[src/rtl/imem_arbiter.sv]
// Two-initiator arbiter for the single-port instruction RAM: CPU (read/write) and
// crypto firmware-read (DMA) ports, valid/ready protocol, synchronous-read RAM.
module imem_arbiter #(
    parameter logic [31:0] BASE_ADDR = 32'h00010000,
    parameter int          ADDR_W    = 14
) (
    input  logic              clk,
    input  logic              rst_n,
    input  logic              cpu_valid,
    input  logic [31:0]       cpu_addr,
    input  logic [31:0]       cpu_wdata,
    input  logic [3:0]        cpu_wstrb,
    output logic              cpu_ready,
    output logic [31:0]       cpu_rdata,
    input  logic              dma_valid,
    input  logic [31:0]       dma_addr,
    output logic              dma_ready,
    output logic [31:0]       dma_rdata,
    output logic              ram_en,
    output logic [3:0]        ram_we,
    output logic [ADDR_W-1:0] ram_addr,
    output logic [31:0]       ram_wdata,
    input  logic [31:0]       ram_rdata,
    output logic              addr_err
);

    typedef enum logic [1:0] {S_IDLE, S_ACC, S_RESP} state_t;

    localparam logic GNT_CPU = 1'b0;
    localparam logic GNT_DMA = 1'b1;
    // 33-bit window bounds so an access near 32'hFFFFFFFC cannot wrap into range
    localparam logic [32:0] WIN_LO = {1'b0, BASE_ADDR};
    localparam logic [32:0] WIN_HI = WIN_LO + (33'd4 << ADDR_W);

    state_t      r_state;
    state_t      w_state_nxt;
    logic        r_grant;
    logic        r_last;
    logic [31:0] r_addr;
    logic [31:0] r_wdata;
    logic [3:0]  r_wstrb;

    logic        w_take;
    logic        w_win;
    logic [32:0] w_addr33;
    logic        w_inwin;
    logic        w_rd_ok;

    always_comb begin
        w_take = cpu_valid | dma_valid;
        if (cpu_valid && dma_valid) begin
            w_win = ~r_last;
        end else begin
            w_win = cpu_valid ? GNT_CPU : GNT_DMA;
        end
    end

    always_comb begin
        w_state_nxt = r_state;
        case (r_state)
            S_IDLE:  if (w_take) w_state_nxt = S_ACC;
            S_ACC:   w_state_nxt = S_RESP;
            S_RESP:  w_state_nxt = S_IDLE;
            default: w_state_nxt = S_IDLE;
        endcase
    end

    always_ff @(posedge clk or negedge rst_n) begin
        if (!rst_n) begin
            r_state <= S_IDLE;
            r_grant <= GNT_CPU;
            r_last  <= GNT_DMA;
        end else begin
            r_state <= w_state_nxt;
            if (r_state == S_IDLE && w_take) begin
                r_grant <= w_win;
                r_last  <= w_win;
            end
        end
    end

    // Request payload is only consumed while the FSM is past IDLE, so it needs no reset
    always_ff @(posedge clk) begin
        if (r_state == S_IDLE && w_take) begin
            r_addr  <= (w_win == GNT_DMA) ? dma_addr : cpu_addr;
            r_wdata <= cpu_wdata;
            r_wstrb <= (w_win == GNT_DMA) ? 4'b0000 : cpu_wstrb;
        end
    end

    always_comb begin
        w_addr33 = {1'b0, r_addr} & ~33'd3;
        w_inwin  = (w_addr33 >= WIN_LO) && (w_addr33 < WIN_HI);
        w_rd_ok  = w_inwin && (r_wstrb == 4'b0000);
    end

    // RAM and requester outputs depend only on registered state
    always_comb begin
        ram_en    = (r_state == S_ACC) && w_inwin;
        ram_we    = ram_en ? r_wstrb : 4'b0000;
        ram_addr  = ram_en ? ADDR_W'((w_addr33 - WIN_LO) >> 2) : '0;
        ram_wdata = ram_en ? r_wdata : 32'h0;
        cpu_ready = (r_state == S_RESP) && (r_grant == GNT_CPU);
        dma_ready = (r_state == S_RESP) && (r_grant == GNT_DMA);
        cpu_rdata = (cpu_ready && w_rd_ok) ? ram_rdata : 32'h0;
        dma_rdata = (dma_ready && w_rd_ok) ? ram_rdata : 32'h0;
        addr_err  = (r_state == S_RESP) && !w_inwin;
    end

endmodule

[config.mk]
export PLATFORM = sky130hd
export DESIGN_NAME = imem_arbiter
export DESIGN_NICKNAME = d
export VERILOG_FILES = /design/src/rtl/imem_arbiter.sv
export SDC_FILE = /design/constraint.sdc
export NUM_CORES = 1
export LEC_CHECK = 0
export ABC_AREA = 1
export CAP_MARGIN = 10
export CELL_PAD_IN_SITES_DETAIL_PLACEMENT = 0
export CELL_PAD_IN_SITES_GLOBAL_PLACEMENT = 1
export CORE_ASPECT_RATIO = 1.2
export CORE_MARGIN = 5
export CORE_UTILIZATION = 27
export DETAILED_ROUTE_END_ITERATION = 7
export PLACE_DENSITY_LB_ADDON = 0.1
export SETUP_SLACK_MARGIN = 0.3
export SLEW_MARGIN = 5
export SYNTH_ARGS = -nofsm -noshare
export SYNTH_HDL_FRONTEND = slang
export SYNTH_SLANG_ARGS = --single-unit
[constraint.sdc]
create_clock -name clk -period 16.4 [get_ports clk]
set_input_delay 3.28 -clock clk [delete_from_list [all_inputs] [get_ports clk]]
set_output_delay 3.28 -clock clk [all_outputs]
set_load 0.005 [all_outputs]
# == After elaboration in Yosys (flattened, before gate mapping) ==
# Cells that the tools add are included.
# word_totals
regBits,72
latch_bits,0
ramBits,0
romBits,0
in_bits,136
output_inout_bits,118
n_memories,0
# classes
addsub,1
multipliers,0
n_div,0
magnitude_cmp,2
eq_ne,3
n_shift,0
n_mux,10
n_bitwise,3
reduce_logical,13
# ops
operator,count
$mux W32,4
$ge A32 B17 Y1 const B,1
$lt A32 B18 Y1 const B,1
$sub A16 B1 Y16 const B,1
$mux W14,1
$logic_and A1 B1 Y1,10
$logic_not A4 Y1,1
$mux W4,1
$pmux W2 S2,1
$eq A2 B1 Y1 const B,1
$eq A2 B2 Y1 const B,1
$logic_not A2 Y1,1
$mux W1,2
$mux W2,1
$ne A2 B2 Y1 const B,1
$not A1 Y1,2
$logic_not A1 Y1,1
$or A1 B1 Y1,1

# == Depth between registers and ports, before layout ==
# Gate-level depths: netlist of run 1.
# logic_depth
ltp_word,5
depth_mapped,6
ltp_nobuf,5

# == Worst setup path after synthesis of run 1 ==
# OpenSTA, ideal clock, no wires.
# synth_path
path_type,in2reg
start,in dma_valid
end,reg r_grant
setup_ns,0.363
t_arrival_ns,8.141
slack_ns,7.896
stages,3
path_buffers,0
path_cell_list,nor2_1 -> nor3_1 -> o21ai_0
# synth_via
elab_chain_len,2
word_cells_on_any_way,4
cone_classes,mux: 1; bitwise: 1; reduce/logical: 2
# synth_rtl
element,line_no,text
start: declaration,15,"input logic dma_valid,"
$logic_and A1 B1 Y1 or $or A1 B1 Y1 (tied branches),"51, 50",
$mux W1 or $logic_and A1 B1 Y1 (tied branches),"51, 75",
end signal: assignment,76,r_grant <= w_win;
end: declaration,37,logic r_grant;
# Several ways; a longest one is shown, not always the timed one.
# A chain may end at the register's enable or synchronous reset.

# == Worst setup path in the final report of run 1 ==
# layout_path
start,in ram_rdata[20]
end,out dma_rdata[20]
# layout_via
elab_chain_len,1
# layout_rtl
element,line_no,text
start: declaration,23,"input logic [31:0] ram_rdata,"
$mux W32,106,dma_rdata = (dma_ready && w_rd_ok) ? ram_rdata : 32'h0;
end: declaration,18,"output logic [31:0] dma_rdata,"
# Every way passes these cells.

==> results_dict.tcl, run 1 <==
set metrics [dict create \
    cts_sinks 70 \
    crit_start "ram_rdata[20]" \
    hp-start "r_state[0]" \
    tritoncts "yes" \
    netlist_instances 355 \
    yosys-top-cells-area "edfxtp_1 (53%), inv_1 (9.1%), mux2_2 (9.1%)" \
    hold_viol_final 0 \
    crit_family "buffers and inverters" \
    p_clk_share_pct 30.8 \
    initial_core_util_pct 27.3 \
    clk_latency_ns 0.33 \
    hold_class "reg2reg" \
    switching_share_pct 27.2 \
    cp-start-kind "input pin" \
    drive_above_1_share_pct 19.1 \
    fmax_mhz 129 \
    multi_input_area_mm2 0.00115 \
    postCtsSetupRepairBufs 0 \
    synth_edf_count 66 \
    ios 254 \
    track_usage_pct 14.0 \
    maxSlewViolCount 0 \
    setup.worst_path.class "in2out" \
    use_met3_pct 5.06 \
    grt_pass1_vias 3227 \
    worst_pin_slew_ns 0.944 \
    yosysWarnings 0 \
    outcome "complete, no violations" \
    skew_ns 0.0100 \
    core.rowCount 47 \
    antennaDiodeCount 0 \
    clockBufferDepth 2 \
    area_delta_synth_final_pct 77.3 \
    period_share_pct 47.2 \
    p_sw_mw 0.168 \
    reg2reg_from "r_last" \
    comb_power_share_pct 22.2 \
    clockRootBuffer "clkbuf_16" \
    relSlewSlack_pct 37.0 \
    crit_path_max_incr_delay_ns 0.55 \
    grt_use_met1_pct 13.2 \
    async_flop_share_pct 5.71 \
    avgSynthCellArea_um2 10.5 \
    core_area_mm2 0.0136 \
    slowest_stage "clkdlybuf4s50_1" \
    intPower_mw 0.450 \
    wirelength_mm 11.5 \
    die_x_um 117 \
    crit_path_max_fanout 2 \
    grt_pass1_wl_mm 17.2 \
    nets 739 \
    first_iter_violations 92 \
    critPathBufInv 3 \
    via_per_inst 4.04 \
    fin_hold_ws_ns 0.485 \
    synth_top_area_cell "edfxtp_1" \
    ys_seq_elements 70 \
    cts.clk_slew.worst_paths_ns 0.05 \
    io_buffers 249 \
    drc 0 \
    holdBufCountCts 0 \
    gp_congestion 0.717 \
    p_seq_share_pct 47.0 \
    setup_violations 0 \
    grt_util_met2_pct 26.9 \
    max-cap-violations 0 \
    yosysSeqAreaShare_pct 56.0 \
    design.die.area_mm2 0.0162 \
    wl_per_cell_um 14.8 \
    vias 3145 \
    busiest_layer "met2" \
    fillers 1307 \
    antenna_found_initial 1 \
    grt_max_degree 52 \
    post-synth-top-area-fraction_pct 53.3 \
    dpl.hpwl_mm 9.32 \
    rsz0062_at_grt "false" \
    power_density_mw_per_mm2 93.7 \
    numCtsBuffers 9 \
    dr.pass1.iters 4 \
    regArea_mm2 0.00208 \
    overflow 0 \
    netlist_area_mm2 0.00372 \
    tns_ns 0 \
    ys_types 21 \
    synth_ff_type "edfxtp_1" \
    crit_chain "clkdlybuf4s50_1, inv_1, nor2_1, clkdlybuf4s50_1" \
    min_period_ns 7.74 \
    critPathArrivalTime_ns 4.46 \
    die_h_um 139 \
    ir_drop_uv 51.3 \
    htree_levels 3 \
    ant_nets 0 \
    path_common_cell "clkdlybuf4s50_1" \
    worstPathRequired_ns 13.12 \
    p_leak_nw 2.74 \
    ctsResizeCount 0 \
    endpoint_kind "output pin" \
    syn-num-nets 491 \
]
[worst register-to-register path: stages (launching register included)]
cell	delay, ns
dfstp_2	0.52
inv_1	0.04
nand2_1	0.06
nand2_2	0.43
mux2_2	0.48
[final cells by class]
cell class,count,area share (%)
Clock buffer,9,3.42
Multi-Input combinational cell,180,17.5
Timing Repair Buffer,251,38.0
Sequential cell,70,31.6
Tap cell,171,3.25
Clock inverter,7,0.987
Inverter,91,5.18
[cell usage after synthesis, types with 2 or more instances]
library cell and n:
inv_1 90, nor2_1 75, nand2_2 5, nor3_1 2
dfrtp_1 3, nor2_8 2, o21ai_0 2, nand4_4 2
nor2_2 54, mux2_2 30, buf_6 11, nand2_1 4
buf_4 2, edfxtp_1 66
[state kept, by name, indices dropped and copies added (netlist names)]
name / count
r_wdata: 32
r_addr: 30
r_grant: 1
r_state: 2
r_last: 1
r_wstrb: 4
[worst paths after layout]
path | slack [ns] | cells past startpoint | endpoint
hold reg to reg | 0.49 | 1 | r_state[0]
setup / recovery | 8.66 | 4 | dma_rdata[20]
min in group asynchronous | 3.16 | 1 | r_grant
max in group asynchronous | 13.01 | 1 | r_last
hold / removal | 0.49 | 1 | r_state[0]
setup reg to reg | 14.62 | 4 | r_addr[20]
[metal layers]
layer	share of wire, %	vias up
met5	0.17	-
met4	1.3	2
met3	12	10
met2	55	157
met1	32	1407
li1	-	1569
[placed cells by master (no fill, tap or decap), drive strengths merged]
cell and instances:
clkdlybuf4s50 249, nor2 132, inv 91, edfxtp 66, mux2 30, clkbuf 9, nand2 9, clkinv 5
dfrtp 3, nand4 2, o21ai 2, buf 2, nand3 2, nor3 2, a21oi 1, bufinv 1
clkinvlp 1, dfstp 1
[stage by stage]
stage               worst slack (ns)  cell area [µm²]  utilization, %  std cells  power, mW
floorplan                       7.90             3720               -        355      0.383
global placement                8.64             6300            46.2        763      0.431
detailed placement              8.65             6300            46.2        763      0.436
CTS                             8.65             6590            48.3        779      0.629
global route                    8.60             6590            48.3        779      0.652
finish                          8.66             6590            48.3        779      0.618
[cells by family (layout without fill, tap and decap cells)]
| kind of cell | after synthesis | count (layout) | synth area share, % |
|---|---|---|---|
| simple gates | 147 | 147 | 21.4 |
| flops | 70 | 70 | 56.0 |
| compound gates | 3 | 3 | 0.404 |
| mux | 30 | 30 | 9.08 |
| buf+inv | 105 | 358 | 13.1 |
[power by group through the flow]
stage | combinational [mW] | clock, mW | sequential, mW
floorplan | 0.0830 | 0 | 0.300
global placement | 0.138 | 0 | 0.292
detailed placement | 0.142 | 0 | 0.295
global route | 0.153 | 0.203 | 0.296
finish | 0.137 | 0.190 | 0.290
CTS | 0.142 | 0.196 | 0.291
(Power assumes the default switching activity.)
==> run 2: changes to the inputs <==
Settings changed: CORE_UTILIZATION 27 to 25.
Clock period 16.4 ns to 7.3 ns, I/O delays scaled along.
==> results_dict.tcl, run 2 (same netlist as run 1, synthesis figures left out) <==
set metrics [dict create \
    outcome "complete, no violations" \
    reg.largest.list "r_wdata: 32 flops, r_addr: 30 flops, r_wstrb: 4 flops" \
    postCtsSetupRepairBufs 0 \
    pre_cts_ws_ns 3.18 \
    cp-endpoint "ram_wdata[31]" \
    setup_ws_ns 3.14 \
    design.die.area_mm2 0.0174 \
    grt_pass1_vias 3194 \
    finalPower_mw 1.38 \
    layout.cells.non_filler 808 \
    crit_path_max_incr_delay_ns 0.65 \
    drive_above_1_share_pct 18.6 \
    cp-start-kind "flop" \
    via_per_inst 3.87 \
    gp_congestion 0.722 \
    dpl.hpwl_mm 9.21 \
    worstRegToRegCells 4 \
    power_density_mw_per_mm2 209 \
    ctsResizeCount 0 \
    numCtsBuffers 9 \
    crit_family "simple AND/OR/NAND/NOR gates" \
    track_usage_pct 13.1 \
    relSlewSlack_pct 36.7 \
    p_leak_nw 2.73 \
    grt_pass1_wl_mm 17.4 \
    nets 739 \
    clk_latency_ns 0.33 \
    ir_drop_uv 132 \
    ios 254 \
    endpoint_kind "output pin" \
    holdBufCountCts 0 \
    layout_common_cells "clkdlybuf4s50_1 (249), inv_1 (90), nor2_1 (75)" \
    first_iter_violations 118 \
    htree_levels 3 \
    crit_start "r_addr[19]" \
    tns_ns 0 \
    rsz0062_at_grt "false" \
    final_common_cell "clkdlybuf4s50_1" \
    reg2reg_from "r_last" \
    p_seq_share_pct 47.0 \
    grt_max_degree 52 \
    area_delta_synth_final_pct 78.0 \
    regMostFlops "r_wdata" \
    die_h_um 144 \
    maxSlewViolCount 0 \
    cts_sinks 70 \
    dr.pass1.iters 4 \
    largest_reg_flops 32 \
    comb_power_share_pct 22.5 \
    cts.clk_slew.worst_paths_ns 0.05 \
    antennaDiodeCount 0 \
    ant_nets 0 \
    setup.worst_path.class "reg2out" \
    slowest_stage "nand3_4" \
    p_clk_share_pct 30.4 \
    wl_per_cell_um 14.3 \
    crit_path_max_fanout 51 \
    clockRootBuffer "clkbuf_16" \
    io_buffers 249 \
    r2r_slack_ns 5.51 \
    intPower_mw 1.01 \
    period_share_pct 57.0 \
    critPathArrivalTime_ns 2.70 \
    core.rowCount 48 \
    setup_violations 0 \
    reg2reg_to "r_addr[29]" \
    min_period_ns 4.16 \
    hold_class "reg2reg" \
    tritoncts "yes" \
    die_x_um 121 \
    vias 3125 \
    drc 0 \
    core_area_mm2 0.0145 \
    worst_pin_slew_ns 0.950 \
    crit_chain "nor2_1, nand2_2, nor2_8, nand3_4, nor2_1, clkdlybuf4s50_1" \
    critPathBufInv 1 \
    max-cap-violations 0 \
    p_sw_mw 0.372 \
    wirelength_mm 11.5 \
    switching_share_pct 26.9 \
    clockBufferDepth 2 \
    dp_cells 792 \
    critical_path_depth 6 \
    hold_viol_final 0 \
    skew_ns 0.00676 \
    worstPathRequired_ns 5.84 \
    path_common_cell "nor2_1" \
    overflow 0 \
    antenna_found_initial 0 \
    fmax_mhz 240 \
    initial_core_util_pct 25.7 \
]
==> run 2: changes by cell type in the layout (fill, tap and decap cells not counted), sizes merged <==
cell,previous run,this run
clkinv,5,3
clkbuf,9,11
==> run 2: power by group through the flow <==
stage / clock network (mW) / registers, mW / logic, mW
4_1_cts: 0.436 / 0.652 / 0.322
5_1_grt: 0.457 / 0.665 / 0.349
3_3_place_gp: 0 / 0.656 / 0.313
6_report: 0.421 / 0.650 / 0.312
2_1_floorplan: 0 / 0.674 / 0.187
3_5_place_dp: 0 / 0.660 / 0.320
==> run 2: worst min-delay path by stage <==
| stage | start | to | slack, ns | cells past startpoint |
|---|---|---|---|---|
| 3_3_place_gp | r_state[0] | r_state[0] | 0.47 | 1 |
| 6_report | r_state[0] | r_state[0] | 0.49 | 1 |
| 2_1_floorplan | r_state[0] | r_state[0] | 0.44 | 1 |
| 3_5_place_dp | r_state[0] | r_state[0] | 0.48 | 1 |
| 4_1_cts | r_state[0] | r_state[0] | 0.49 | 1 |
| 5_1_grt | r_state[0] | r_state[0] | 0.53 | 1 |
==> run 2: area by class of cell <==
cell class	instances	area, µm²
fill	1410	7850
sequential	70	2080
inverter	91	342
clock inverter	5	50.0
clock buffer	11	233
multi-input combinational	180	1150
timing repair buffer	251	2510
tap	200	250
==> run 2: metal layers <==
| layer | global-route usage, % | vias up | wire [µm] |
|---|---|---|---|
| met5 | 0 | - | 0 |
| met4 | 3.89 | 0 | 100 |
| met3 | 5.28 | 6 | 1290 |
| met2 | 24.8 | 170 | 6070 |
| met1 | 13.0 | 1378 | 4050 |
| li1 | - | 1571 | - |
==> run 2: per-stage QoR <==
stage               hold WS [ns]  cell area [µm²]  util (%)
floorplan                  0.437             3720         -
global placement           0.470             6340      43.8
detailed placement         0.484             6340      43.8
CTS                        0.495             6620      45.7
global route               0.530             6620      45.7
finish                     0.488             6620      45.7
==> run 3: changes to the inputs <==
Clock period 7.3 ns to 4.15 ns, I/O delays scaled along.
==> results_dict.tcl, run 3 (same netlist as run 1, synthesis figures left out) <==
set metrics [dict create \
    ctsResizeCount 0 \
    layout.cells.non_filler 809 \
    antennaDiodeCount 0 \
    wirelength_mm 11.6 \
    endpoint_kind "output pin" \
    maxSlewViolCount 0 \
    clockRootBuffer "clkbuf_16" \
    cp-start-kind "flop" \
    via_per_inst 3.89 \
    drive_above_1_share_pct 19.0 \
    hold_viol_final 0 \
    antenna_found_initial 2 \
    die_x_um 121 \
    core.rowCount 48 \
    io_buffers 249 \
    max-cap-violations 0 \
    overflow 0 \
    critPathArrivalTime_ns 2.49 \
    initial_core_util_pct 25.7 \
    ir_drop_uv 195 \
    fin_hold_ws_ns 0.502 \
    final_common_cell "clkdlybuf4s50_1" \
    area_delta_synth_final_pct 78.0 \
    gp_congestion 0.759 \
    power_density_mw_per_mm2 362 \
    clockBufferDepth 2 \
    period_share_pct 80.0 \
    fmax_mhz 301 \
    rsz0062_at_grt "false" \
    reg.largest.list "r_wdata: 32 flops, r_addr: 30 flops, r_wstrb: 4 flops" \
    drc 0 \
    regMostFlops "r_wdata" \
    wl_per_cell_um 14.3 \
    min_period_ns 3.32 \
    setup_violations 0 \
    setup.worst_path.class "reg2out" \
    dp_cells 793 \
    layout_common_cells "clkdlybuf4s50_1 (249), inv_1 (90), nor2_1 (75)" \
    crit_path_max_incr_delay_ns 0.54 \
    tritoncts "yes" \
    dr.pass1.iters 4 \
    cts.clk_slew.worst_paths_ns 0.05 \
    vias 3145 \
    hold_path_depth 2 \
    numCtsBuffers 9 \
    ant_nets 0 \
    grt_pass1_vias 3250 \
    skew_ns 0.00688 \
    core_area_mm2 0.0145 \
    slowest_stage "clkdlybuf4s50_1" \
    nets 740 \
    grt_pass1_wl_mm 17.4 \
    postCtsSetupRepairBufs 0 \
    finish.utilization_pct 45.7 \
    worstRegToRegCells 4 \
    htree_levels 3 \
    outcome "complete, no violations" \
    grt_max_degree 44 \
    crit_path_max_fanout 37 \
    first_iter_violations 55 \
    worstPathRequired_ns 3.32 \
    dpl.hpwl_mm 9.24 \
    clk_latency_ns 0.33 \
    worst_pin_slew_ns 0.824 \
    tns_ns 0 \
    relSlewSlack_pct 44.9 \
    cts_sinks 70 \
    ios 254 \
    design.die.area_mm2 0.0174 \
    largest_reg_flops 32 \
    hold_class "reg2reg" \
    holdBufCountCts 0 \
    fillers 1412 \
    crit_chain "nor2_1, nand2_2, nor2_8, nand3_4, buf_4, nor2_2, clkdlybuf4s50_1" \
    die_h_um 144 \
    p_leak_nw 2.72 \
    track_usage_pct 13.1 \
]
run 3: cell types whose count changed in the layout (fill, tap and decap cells not counted):
cell / delta
bufinv_16: -1
clkinvlp_4: +3
nor3_2: -1
clkbuf_1: -1
buf_4: +1
clkinv_1: -1
nor3_4: +1
run 3: stage by stage:
step / total power [mW] / setup slack, ns / cell area (µm²)
6_report: 2.40 / 0.831 / 6620
5_1_grt: 2.53 / 0.597 / 6620
4_1_cts: 2.44 / 0.737 / 6620
3_5_place_dp: 1.73 / 1.11 / 6350
3_3_place_gp: 1.71 / 1.14 / 6350
2_1_floorplan: 1.49 / 1.22 / 3730
run 3: layout make-up:
class	instances	area [µm²]	area share [%]
Timing Repair Buffer	252	2510	38.0
Multi-Input combinational cell	180	1160	17.5
Clock inverter	6	38.8	0.586
Tap cell	200	250	3.78
Sequential cell	70	2080	31.5
Inverter	91	342	5.16
Clock buffer	10	229	3.46
run 3: layer usage:
layer	GRT usage [%]	vias to the layer above	share of wire [%]
met4	4.96	4	2.0
met3	6.34	19	14
met5	0	-	0.18
met1	12.9	1377	34
met2	23.6	171	50
li1	-	1574	-
run 3: worst max-delay path: cells and delay by family, from the launching register on:
family	cells	cell delay (ns)
flip-flops	1	0.36
AND/OR/NAND/NOR	5	0.83
buffers and inverters	2	0.96
run 3: path summary, 6_finish.rpt:
kind | startpoint | to | slack, ns
max in group asynchronous | rst_n | r_last | 3.21
max reg2reg | r_last | r_addr[31] | 2.31
min reg2reg | r_last | r_last | 0.50
min | r_last | r_last | 0.50
min in group asynchronous | rst_n | r_grant | 0.70
max | r_addr[21] | ram_wdata[2] | 0.83
run 3: power breakdown:
| part | switching [mW] | leakage [nW] | internal (mW) |
|---|---|---|---|
| sequential | 0.0675 | 0.680 | 1.08 |
| clock | 0.291 | 0.118 | 0.401 |
| combinational | 0.316 | 1.92 | 0.238 |
| total | 0.675 | 2.72 | 1.72 |
